==> src/rtl/outp_driver.sv <==
// Output pad driver: PIPELINE_STAGES-deep data/direction pipeline with per-pin
// enable turnaround dead time, compiled in when OUTP_DEADTIME_EN is defined.
module outp_driver #(
    parameter int          PIPELINE_STAGES = 2,
    parameter int          TURN_CYCLES     = 2,
    parameter logic [31:0] INIT            = 32'b0
) (
    input  logic        clock_80,
    input  logic        reset,
    input  logic [31:0] pin_out,
    input  logic [31:0] pin_dir,
    output logic [31:0] pad_out,
    output logic [31:0] pad_oe,
    output logic [31:0] turn_busy
);
    localparam int DATA_W = 32;

    if (PIPELINE_STAGES < 1 || PIPELINE_STAGES > 3 || TURN_CYCLES < 1 || TURN_CYCLES > 3) begin : g_bad_params
        $error("outp_driver: PIPELINE_STAGES and TURN_CYCLES must be within 1..3");
    end

    // ---- data pipeline: pin_out -> pad_out, PIPELINE_STAGES registers ----
    logic [PIPELINE_STAGES-1:0][DATA_W-1:0] out_p = {PIPELINE_STAGES{INIT}};

    always_ff @(posedge clock_80) begin
        if (reset) begin
            out_p <= {PIPELINE_STAGES{INIT}};
        end else begin
            out_p[0] <= pin_out;
            for (int s = 1; s < PIPELINE_STAGES; s++) begin
                out_p[s] <= out_p[s-1];
            end
        end
    end

    assign pad_out = out_p[PIPELINE_STAGES-1];

    // ---- direction pipeline: the pad_oe register is its last stage ----
    logic [DATA_W-1:0] dir_d;

    if (PIPELINE_STAGES == 1) begin : g_dir_direct
        assign dir_d = pin_dir;
    end else begin : g_dir_pipe
        logic [PIPELINE_STAGES-2:0][DATA_W-1:0] dir_p = '0;

        always_ff @(posedge clock_80) begin
            if (reset) begin
                dir_p <= '0;
            end else begin
                dir_p[0] <= pin_dir;
                for (int s = 1; s < PIPELINE_STAGES-1; s++) begin
                    dir_p[s] <= dir_p[s-1];
                end
            end
        end

        assign dir_d = dir_p[PIPELINE_STAGES-2];
    end

    logic [DATA_W-1:0] oe_q = '0;
    assign pad_oe = oe_q;

`ifdef OUTP_DEADTIME_EN
    // ---- turnaround: enable waits TURN_CYCLES after dir_d rises ----
    localparam logic [1:0] TURN_LOAD = 2'(TURN_CYCLES);

    logic [DATA_W-1:0]      dir_prev = '0;
    logic [DATA_W-1:0][1:0] cnt      = '0;
    logic [DATA_W-1:0][1:0] cnt_next;
    logic [DATA_W-1:0]      busy_q   = '0;

    always_comb begin
        cnt_next = '0;
        for (int i = 0; i < DATA_W; i++) begin
            if (!dir_d[i]) begin
                cnt_next[i] = 2'd0;
            end else if (!dir_prev[i]) begin
                cnt_next[i] = TURN_LOAD;
            end else if (cnt[i] != 2'd0) begin
                cnt_next[i] = cnt[i] - 2'd1;
            end else begin
                cnt_next[i] = 2'd0;
            end
        end
    end

    // Clearing dir_prev on reset makes a held pin_dir count as a fresh rising edge.
    always_ff @(posedge clock_80) begin
        if (reset) begin
            dir_prev <= '0;
            cnt      <= '0;
            oe_q     <= '0;
            busy_q   <= '0;
        end else begin
            dir_prev <= dir_d;
            cnt      <= cnt_next;
            for (int i = 0; i < DATA_W; i++) begin
                oe_q[i]   <= dir_d[i] && (cnt_next[i] == 2'd0);
                busy_q[i] <= (cnt[i] != 2'd0);
            end
        end
    end

    assign turn_busy = busy_q;
`else
    always_ff @(posedge clock_80) begin
        if (reset) begin
            oe_q <= '0;
        end else begin
            oe_q <= dir_d;
        end
    end

    assign turn_busy = '0;
`endif

endmodule
==> config.mk <==
export PLATFORM = sky130hd
export DESIGN_NAME = outp_driver
export DESIGN_NICKNAME = d
export VERILOG_FILES = /design/src/rtl/outp_driver.sv
export SDC_FILE = /design/constraint.sdc
export NUM_CORES = 1
export LEC_CHECK = 0
export ABC_AREA = 1
export CAP_MARGIN = 20
export CORE_UTILIZATION = 31
export CTS_CLUSTER_DIAMETER = 40
export CTS_CLUSTER_SIZE = 10
export DETAILED_ROUTE_END_ITERATION = 10
export GPL_TIMING_DRIVEN = 1
export SLEW_MARGIN = 20
export SYNTH_ARGS = -nofsm -noshare
export SYNTH_HDL_FRONTEND = slang
export SYNTH_SLANG_ARGS = --single-unit
==> constraint.sdc <==
create_clock -name clock_80 -period 1.5 [get_ports clock_80]
set_input_delay 0.225 -clock clock_80 [delete_from_list [all_inputs] [get_ports clock_80]]
set_output_delay 0.225 -clock clock_80 [all_outputs]
set_load 0.01 [all_outputs]
== After elaboration in Yosys (flattened, before gate mapping) ==
Cells that the tools add are included.
W data, S select, Z words.
Word-level totals
  bits in registers: 128
  word-level logic and storage cells: 4
  bits of input ports: 66
  output and inout port bits: 96

== Depth between registers and ports, before layout ==
Gate-level depths: netlist of the first run.
  word-level depth: 0
  gate-level depth with buffers: 3
  gate-level depth less buffers: 2

== Worst setup path after synthesis of the first run ==
No wires, ideal clock.
  path kind: input -> register
  start point: input reset
  end point: register out_p[10] (netlist bit)
  buffers on the path: 2
  arrival time: 0.577 ns
  required time: 1.436 ns
  cell stages on the path: 3
  setup slack: 0.859 ns
  library setup time: 0.064 ns
  cells stage by stage: buf_4 buf_6 nor2_1
RTL lines
  start: declaration: RTL line 9  | input logic reset,
  end signal: assignment: RTL line 27  | out_p <= {PIPELINE_STAGES{INIT}};
  end signal: indexed assignment: RTL line 31  | out_p[s] <= out_p[s-1];
  end: declaration: RTL line 23  | logic [PIPELINE_STAGES-1:0][DATA_W-1:0] out_p = {PIPELINE_STAGES{INIT}};
No word-level cell between the ends.

== Worst setup path after layout of the first run ==
  start point: register out_p (netlist bit pad_out[25])
  end point: output pad_out[25]
RTL lines
  end: declaration: RTL line 12  | output logic [31:0] pad_out,
No word-level cell between the ends.

==> results of run 1 <==
## final timing paths
check / cells after the start / end / startpoint / slack, ns
worst min register to register: 2 / pad_out[31] / out_p[31] / 0.40
worst min-delay path: 3 / pad_oe[31] / reset / 0.29
worst max-delay path: 1 / pad_out[25] / pad_out[25] / 0.04
worst max register to register: 2 / pad_oe[29] / dir_d[29] / 0.99
## sequential cells by signal (all words and copies together), names as in the netlist
name / count
pad_out: 32
dir_d: 32
pad_oe: 32
out_p: 32
## synth_stat cells
master and count:
dfxtp_1 128, inv_1 128, nor2_1 128, buf_4 65, buf_6 13, conb_1 1
## final cells by class
| class | instances | share of cell area [%] |
|---|---|---|
| multi-input combinational | 160 | 10.3 |
| clock buffer | 25 | 8.51 |
| sequential | 128 | 44.0 |
| tap | 172 | 3.69 |
| inverter | 128 | 8.25 |
| timing repair buffer | 131 | 23.9 |
| clock inverter | 6 | 1.37 |
## kinds of logic after synthesis
family                 Yosys count
DFF                            128
and+or+nand+nor                128
buffers and inverters          206
other                            1
## through the flow
stage	power, mW	util, %	cells	worst slack, ns
after global routing	8.43	45.2	750	0.00115
after floorplan	4.04	-	494	0.859
final	8.07	45.2	750	0.0434
after detailed placement	4.25	40.3	719	0.410
after CTS	8.21	44.6	750	0.00111
after global placement	4.24	40.3	719	0.411
## layer usage
layer	vias up	track usage, %	part of all wire [%]
li1	1370	-	-
met1	1129	10.9	40
met2	107	16.7	49
met3	12	6.01	8.9
met4	0	5.85	2.2
met5	-	0	0
## cells in the final DEF (no fill, tap or decap), drive strengths merged
master         Yosys  final
bufinv             0      2
buf               78      3
dlygate4sd2        0     20
clkdlybuf4s50      0     73
dfxtp            128    128
clkinv             0      4
conb               1     32
clkbuf             0     25
inv              128    128
nor2             128    128
dlymetal6s2s       0     35
## power groups by stage
stage | combinational (mW) | clock [mW] | sequential [mW]
floorplan | 0.352 | 0 | 3.68
global placement | 0.567 | 0 | 3.67
detailed placement | 0.572 | 0 | 3.68
CTS | 0.561 | 4.05 | 3.60
global route | 0.603 | 4.22 | 3.61
finish | 0.542 | 3.93 | 3.60
## what timing repair did
item | 4_1_cts | 5_1_grt
hold buffers | 0 | 0
pin swaps | 0 | 0
endpoints found under the setup margin | 20 | 35
resized for setup | 20 | 35
endpoints found under the hold margin | 0 | 0
==> summary.txt, run 1 <==
Timing
  • Hold WS: about 0.29 ns
  • RSZ-0062 raised after global routing: false
  • Final Hold Viols: 0
  • Max-slew violation count: 0
  • Setup_tns: 0 ns
  • Worst clock skew: 0.00600 ns
  • Final Critical Period: about 1.5 ns
  • Max Clk Rate: slightly below 700 MHz
  • Tcrit/Tclk final: 97.1%
  • Setup violators final: 0

Logic synthesis
  • Largest family of logic cells by synthesized area: buffers and inverters
  • Xor and xnor fraction of the mapped netlist area: 0%
  • Post-synthesis adder-cell area fraction: 0%
  • Distinct cells, synth: 6
  • Warnings from Yosys: 0
  • Seq/Total Area, Yosys: 61.6%
  • Mean area per synthesized cell: between 8 and 9 um^2
  • Top cell type's share of synthesized area: about three fifths
  • Cell taking the most area after synthesis: dfxtp_1
  • Synthesized area: between 4000 and 5000 um^2
  • Area contributors post-synth: dfxtp_1, buf_4, inv_1, nor2_1, buf_6
  • Synth Area in Compound Gates: 0%
  • Post-Synth Simple-Gate Area: 11.5%
  • Syn Inst Count: 463
  • Synthesis-stage register bit count: 128
  • Post-synthesis mux area share: 0%

Clocking
  • Root buf cell: clkbuf_16
  • TritonCTS clock tree: done
  • CTS buffer count: 17
  • H-Tree Depth: 4
  • Sink Count: 128
  • CTS max path bufs: 2
  • CTS clk-pin slew, worst paths: 0.05 ns
  • Clk_lat worst skew: approximately 0.41 ns
  • Post-CTS setup buffers: 0

Power
  • Internal cell power: 6.46 mW
  • Sw Pwr: 1.61 mW
  • Clock power share: 48.7%
  • Cell Pwr Density: 1390 nW/um^2
  • Combinational Power Share: 6.7%
  • Leakage: about 3.4 nW
  • VDD IR max: 0.630 mV
  • Switching share of power: 20.0%
  • Sequential power share: between 40% and 50%

Placement
  • Final Wtd Congestion: about 0.7
  • Port Buffers: 129
  • Placed instance area: between 5000 and 6000 um^2
  • Final HPWL DP: 4640 um

Worst setup path
  • CP peak stage delay: 0.52 ns
  • Required @ worst endpoint: 1.27 ns
  • CP delay by family, top: buffers and inverters
  • Crit path arrival time: 1.23 ns
  • Crit Path Class: reg2out
  • Critical Path Sink Type: primary output
  • Startpoint Class: register
  • Crit-path cells: clkdlybuf4s50_1
  • Crit path buf inv count: 1
  • Slowest-stage cell, CP: clkdlybuf4s50_1
  • CP Max Fanout: 1

Global routing
  • First-pass GRT wire length: 11000 um
  • Number of global-route vias before repair: between 2000 and 2500
  • GRT Util Overall: between 10% and 20%
  • Pin count of the biggest net entering global routing: 69
  • Overflow after GRT: 0
  • Initial antenna violation count: 0

Finish
  • Ant. Diodes: 0
  • Area Overhead vs Synth: 40.0%
  • Final #Nets: 632
  • Share of cells above drive strength 1: 5.19%
  • FILL cells: approximately 1200
  • Post-route cell area: 5830 um^2
  • Area of the multi-input gates: 601 um^2
  • Register area: 2560 um^2

Detailed routing
  • WL final: between 6000 and 7000 um
  • First DRT Iteration DRCs: 134
  • Via density: around 3.5
  • Via Count: 2618
  • Antenna Nets Post-Route: 0
  • DRC Markers: 0
  • WL/cell: 8.93 um
  • DRT Pass-1 Iters: 4

Floorplan
  • Die W: about 120 um
  • Starting Density: 32.3%
  • Boundary Pins: 162
  • Die H: 118 um
  • CORE AREA: 12900 um^2
  • Die ar.: 13900 um^2
  • FP Rows: between 40 and 50

Min path
  • Min-Delay Path Class: in2reg

Flow run
  • Max-capacitance violation count: 0

Outcome
  • Status: complete, no violations
(Power assumes the default switching activity.)
==> run 2, diff against run 1 <==
==> constraint.sdc (replaced) <==
create_clock -name clock_80 -period 1.5 [get_ports clock_80]
set_input_delay 0.225 -clock clock_80 [delete_from_list [all_inputs] [get_ports clock_80]]
set_output_delay 0.225 -clock clock_80 [all_outputs]
set_load 0.02 [all_outputs]
==> summary.txt, run 2 (synthesis results as in run 1) <==
Detailed routing
  • Via Count: 2609 (-0.34%)
  • Antenna Nets Post-Route: 0 (unchanged)
  • WL final: 6530 um (-2.5%)
  • WL/cell: 8.69 um (-2.6%)
  • DRT Pass-1 Iters: 4 (unchanged)
  • Via density: 3.47 (-0.48%)
  • DRC Markers: 0 (unchanged)
  • First DRT Iteration DRCs: 92 (-31%)

Worst setup path
  • Startpoint Class: register
  • CP Max Fanout: 1 (unchanged)
  • Crit path arrival time: 1.06 ns (-0.17 ns)
  • Worst R2R End: pad_oe[0]
  • Crit path buf inv count: 1 (unchanged)
  • Crit-path cells: dlygate4sd2_1
  • CP peak stage delay: 0.36 ns (-0.16 ns)
  • R2r startpoint: dir_d[0]
  • Reg2Reg Depth: 2 (unchanged)
  • Critical Path Sink Type: primary output
  • Critical path depth: 1 (unchanged)
  • Crit Path Class: reg2out
  • Required @ worst endpoint: 1.27 ns (about the same)
  • CP delay by family, top: buffers and inverters
  • Reg2reg setup slack: 1.00 ns (about the same)
  • Slowest-stage cell, CP: dlygate4sd2_1

Clocking
  • Post-CTS setup buffers: 0 (unchanged)
  • Clk_lat worst skew: 0.40 ns (about the same)
  • Sink Count: 128 (unchanged)
  • CTS max path bufs: 2 (unchanged)
  • H-Tree Depth: 4 (unchanged)
  • # hold bufs at CTS: 0 (unchanged)
  • TritonCTS clock tree: done
  • CTS clk-pin slew, worst paths: 0.05 ns (about the same)
  • Root buf cell: clkbuf_16
  • CTS buffer count: 17 (unchanged)

Timing
  • Max-slew violation count: 0 (unchanged)
  • Final Hold Viols: 0 (unchanged)
  • Final Critical Period: 1.29 ns (-0.170 ns)
  • Setup violators final: 0 (unchanged)
  • Tcrit/Tclk final: 85.8% (-11 points)
  • Max Clk Rate: 777 MHz (+13%)
  • Worst clock skew: 0.00492 ns (-0.00108 ns)
  • Setup_tns: 0 ns (unchanged)
  • RSZ-0062 raised after global routing: false

Global routing
  • Overflow after GRT: 0 (unchanged)
  • GRT Util Overall: 10.5% (-0.049 points)
  • First-pass GRT wire length: 11100 um (+1.1%)
  • Pin count of the biggest net entering global routing: 69 (unchanged)
  • Number of global-route vias before repair: 2420 (+3.2%)
  • Initial antenna violation count: 0 (unchanged)

Floorplan
  • Boundary Pins: 162 (unchanged)
  • Die W: 118 um (unchanged)
  • Die ar.: 13900 um^2 (unchanged)
  • FP Rows: 41 (unchanged)
  • Starting Density: 32.3% (unchanged)
  • CORE AREA: 12900 um^2 (unchanged)
  • Die H: 118 um (unchanged)

Finish
  • Non-Filler Instances: 751 (+0.13%)
  • Share of cells above drive strength 1: 5.53% (+0.34 points)
  • Ant. Diodes: 0 (unchanged)
  • Most frequent cells in the layout: inv_1, nor2_1, dfxtp_1
  • Post-route cell area: 5710 um^2 (-2.0%)
  • FILL cells: 1274 (+3.3%)
  • Area Overhead vs Synth: 37.1%
  • Final #Nets: 632 (unchanged)

Placement
  • Dpl cells: 719 (unchanged)
  • Placed instance area: 5190 um^2 (unchanged)
  • Port Buffers: 129 (unchanged)
  • Final HPWL DP: 4620 um (-0.37%)
  • Final Wtd Congestion: 0.717 (about the same)

Min path
  • Hold Path Depth: 3 (unchanged)
  • Hold_sp: reset
  • Min-Delay Endpoint: pad_out[31]
  • Min-Delay Path Class: in2reg

Power
  • VDD IR max: 0.669 mV (+6.0%)
  • Cell Pwr Density: 1450 nW/um^2 (+4.7%)
  • Total design power: 8.28 mW (+2.6%)
  • Leakage: 2.98 nW (-12%)

Outcome
  • Status: complete, no violations

Flow run
  • Max-capacitance violation count: 0 (unchanged)
## run 2: repair_timing
item	CTS	global route
endpoints found under the setup margin	64	0
hold endpoints to repair	0	0
resized for setup	64	0
## run 2: worst max path at each step
stage                          start    endpoint  slack [ns]
final                      pad_oe[1]   pad_oe[1]        0.21
after CTS                  pad_oe[1]   pad_oe[1]        0.17
after detailed placement   pad_oe[1]   pad_oe[1]        0.34
after floorplan           pad_out[0]  pad_out[0]        0.86
after global placement     pad_oe[0]   pad_oe[0]        0.34
after global routing      pad_out[8]  pad_out[8]        0.15
## run 2: cell type report
type / instances / area (um^2) / area share [%]
timing repair buffer: 131 / 1250 / 21.9
tap: 172 / 215 / 3.77
sequential: 128 / 2560 / 44.9
clock buffer: 22 / 464 / 8.13
inverter: 128 / 480 / 8.42
multi-input combinational: 160 / 601 / 10.5
clock inverter: 10 / 135 / 2.37
## run 2: tightest hold or removal path, cell delays in order
cell and delay [ns]:
buf_4 0.13, buf_12 0.18, nor2_1 0.11
## run 2: power breakdown
| part | switching, mW | total [mW] | internal, mW | leakage [nW] |
|---|---|---|---|---|
| Combinational | 0.328 | 0.604 | 0.276 | 1.64 |
| Sequential | 0.0349 | 3.60 | 3.56 | 1.06 |
| Clock | 1.39 | 4.08 | 2.69 | 0.282 |
## run 2: layer usage
metal | track usage [%] | wire [um] | share of wire [%]
met1 | 10.9 | 2740 | 42
met4 | 8.01 | 230 | 3.5
met5 | 0 | 0 | 0
met3 | 4.41 | 473 | 7.2
met2 | 16.8 | 3080 | 47
## run 2: metrics by stage
| stage | hold slack, ns | setup slack, ns | utilization, % |
|---|---|---|---|
| after floorplan | 0.332 | 0.859 | - |
| after global placement | 0.390 | 0.344 | 40.3 |
| after detailed placement | 0.392 | 0.340 | 40.3 |
| after CTS | 0.275 | 0.170 | 44.3 |
| after global routing | 0.292 | 0.153 | 44.3 |
| final | 0.285 | 0.213 | 44.3 |
==> run 3, diff against run 2 <==
--- a/config.mk
+++ b/config.mk
@@ -8,6 +8,7 @@
 export ABC_AREA = 1
 export CAP_MARGIN = 20
 export CORE_UTILIZATION = 31
+export CTS_BUF_LIST = sky130_fd_sc_hd__clkbuf_8
 export CTS_CLUSTER_DIAMETER = 40
 export CTS_CLUSTER_SIZE = 10
 export DETAILED_ROUTE_END_ITERATION = 10
==> summary.txt, run 3 (synthesis results as in run 1) <==
Outcome
  • Status: complete, no violations

Clocking
  • CTS max path bufs: 2 (unchanged)
  • TritonCTS clock tree: done
  • CTS resizes: 64 (unchanged)
  • # hold bufs at CTS: 0 (unchanged)
  • CTS clk-pin slew, worst paths: 0.07 ns (+0.02 ns)
  • Post-CTS setup buffers: 0 (unchanged)
  • Root buf cell: clkbuf_8
  • Sink Count: 128 (unchanged)
  • CTS buffer count: 17 (unchanged)
  • Clk_lat worst skew: 0.43 ns (+0.03 ns)
  • H-Tree Depth: 4 (unchanged)

Worst setup path
  • Critical Path Sink Type: primary output
  • CP peak stage delay: 0.36 ns (about the same)
  • Crit path buf inv count: 1 (unchanged)
  • CP Max Fanout: 1 (unchanged)
  • Slowest-stage cell, CP: dlygate4sd2_1
  • Required @ worst endpoint: 1.27 ns (about the same)
  • R2r startpoint: dir_d[0]
  • CP delay by family, top: buffers and inverters
  • Crit. Startpoint: pad_oe[1]
  • Crit path arrival time: 1.08 ns (+0.02 ns)
  • Crit Path Class: reg2out
  • Crit-path cells: dlygate4sd2_1
  • Startpoint Class: register

Timing
  • Final Critical Period: 1.31 ns (+0.0233 ns)
  • Setup violators final: 0 (unchanged)
  • RSZ-0062 raised after global routing: false
  • Worst clock skew: 0.00702 ns (+0.00210 ns)
  • Final Hold Viols: 0 (unchanged)
  • Setup_tns: 0 ns (unchanged)
  • Tcrit/Tclk final: 87.3% (+1.6 points)
  • Max Clk Rate: 763 MHz (-1.8%)
  • Max-slew violation count: 0 (unchanged)

Floorplan
  • Die W: 118 um (unchanged)
  • Die ar.: 13900 um^2 (unchanged)
  • Boundary Pins: 162 (unchanged)
  • CORE AREA: 12900 um^2 (unchanged)
  • Die H: 118 um (unchanged)
  • Starting Density: 32.3% (unchanged)
  • FP Rows: 41 (unchanged)

Global routing
  • Initial antenna violation count: 0 (unchanged)
  • First-pass GRT wire length: 11100 um (about the same)
  • Overflow after GRT: 0 (unchanged)
  • GRT Util Overall: 10.5% (+0.061 points)
  • Number of global-route vias before repair: 2408 (-0.50%)
  • Pin count of the biggest net entering global routing: 69 (unchanged)

Detailed routing
  • First DRT Iteration DRCs: 73 (-21%)
  • WL/cell: 8.77 um (+0.93%)
  • Antenna Nets Post-Route: 0 (unchanged)
  • Via density: 3.48 (+0.27%)
  • DRT Pass-1 Iters: 4 (unchanged)
  • Via Count: 2616 (+0.27%)
  • DRC Markers: 0 (unchanged)
  • WL final: 6590 um (+0.93%)

Placement
  • Port Buffers: 129 (unchanged)
  • Final HPWL DP: 4620 um (unchanged)
  • Final Wtd Congestion: 0.717 (unchanged)
  • Placed instance area: 5190 um^2 (unchanged)

Min path
  • Hold_sp: reset
  • Min-Delay Path Class: in2reg

Finish
  • Post-route cell area: 5520 um^2 (-3.4%)
  • FILL cells: 1296 (+1.7%)
  • Final #Nets: 632 (unchanged)
  • Most frequent cells in the layout: inv_1, nor2_1, dfxtp_1
  • Share of cells above drive strength 1: 5.53% (unchanged)
  • Most common cell after layout, fill and taps aside: inv_1
  • Ant. Diodes: 0 (unchanged)
  • Area Overhead vs Synth: 32.5%

Power
  • Cell Pwr Density: 1300 nW/um^2 (-11%)
  • Leakage: 2.90 nW (-2.5%)
  • VDD IR max: 0.465 mV (-31%)

Flow run
  • Max-capacitance violation count: 0 (unchanged)
## run 3: cell types whose count changed in the layout (fill, tap and decap cells not counted), sizes merged
cell | before | now
inv | 128 | 131
clkbuf | 22 | 19
## run 3: layout make-up
class                   instances  area [um^2]  area share [%]
clock inverters                13          146            2.65
clock buffers                  19          262            4.74
multi-input cells             160          601            10.9
well taps                     172          215            3.90
flip-flops and latches        128         2560            46.5
inverters                     128          480            8.71
repair buffers                131         1250            22.6
## run 3: power breakdown
group	internal, mW	switching (mW)	total, mW	leakage, nW
clock	1.70	1.26	2.96	0.207
sequential	3.56	0.0353	3.59	1.06
combinational	0.276	0.328	0.604	1.64
total	5.54	1.63	7.16	2.90
## run 3: path summary, 6_finish.rpt
| kind | depth (start not counted) | end | slack [ns] |
|---|---|---|---|
| setup / recovery | 1 | pad_oe[1] | 0.19 |
| hold / removal | 3 | pad_out[31] | 0.26 |
| setup reg to reg | 2 | pad_oe[0] | 1.00 |
| hold reg to reg | 2 | pad_out[31] | 0.40 |
## run 3: routing by layer
metal  share of wire, %  GRT usage (%)
met4                3.3           7.77
met1                 41           10.7
met5                  0              0
met2                 48           17.0
met3                7.8           4.84
## run 3: metrics by stage
step | utilization [%] | power, mW | hold WS, ns | worst slack, ns | instances
6_report | 42.8 | 7.16 | 0.260 | 0.190 | 751
5_1_grt | 42.8 | 7.51 | 0.246 | 0.104 | 751
4_1_cts | 42.8 | 7.29 | 0.230 | 0.126 | 751
3_5_place_dp | 40.3 | 4.33 | 0.392 | 0.340 | 719
3_3_place_gp | 40.3 | 4.32 | 0.390 | 0.344 | 719
2_1_floorplan | - | 4.13 | 0.332 | 0.859 | 494
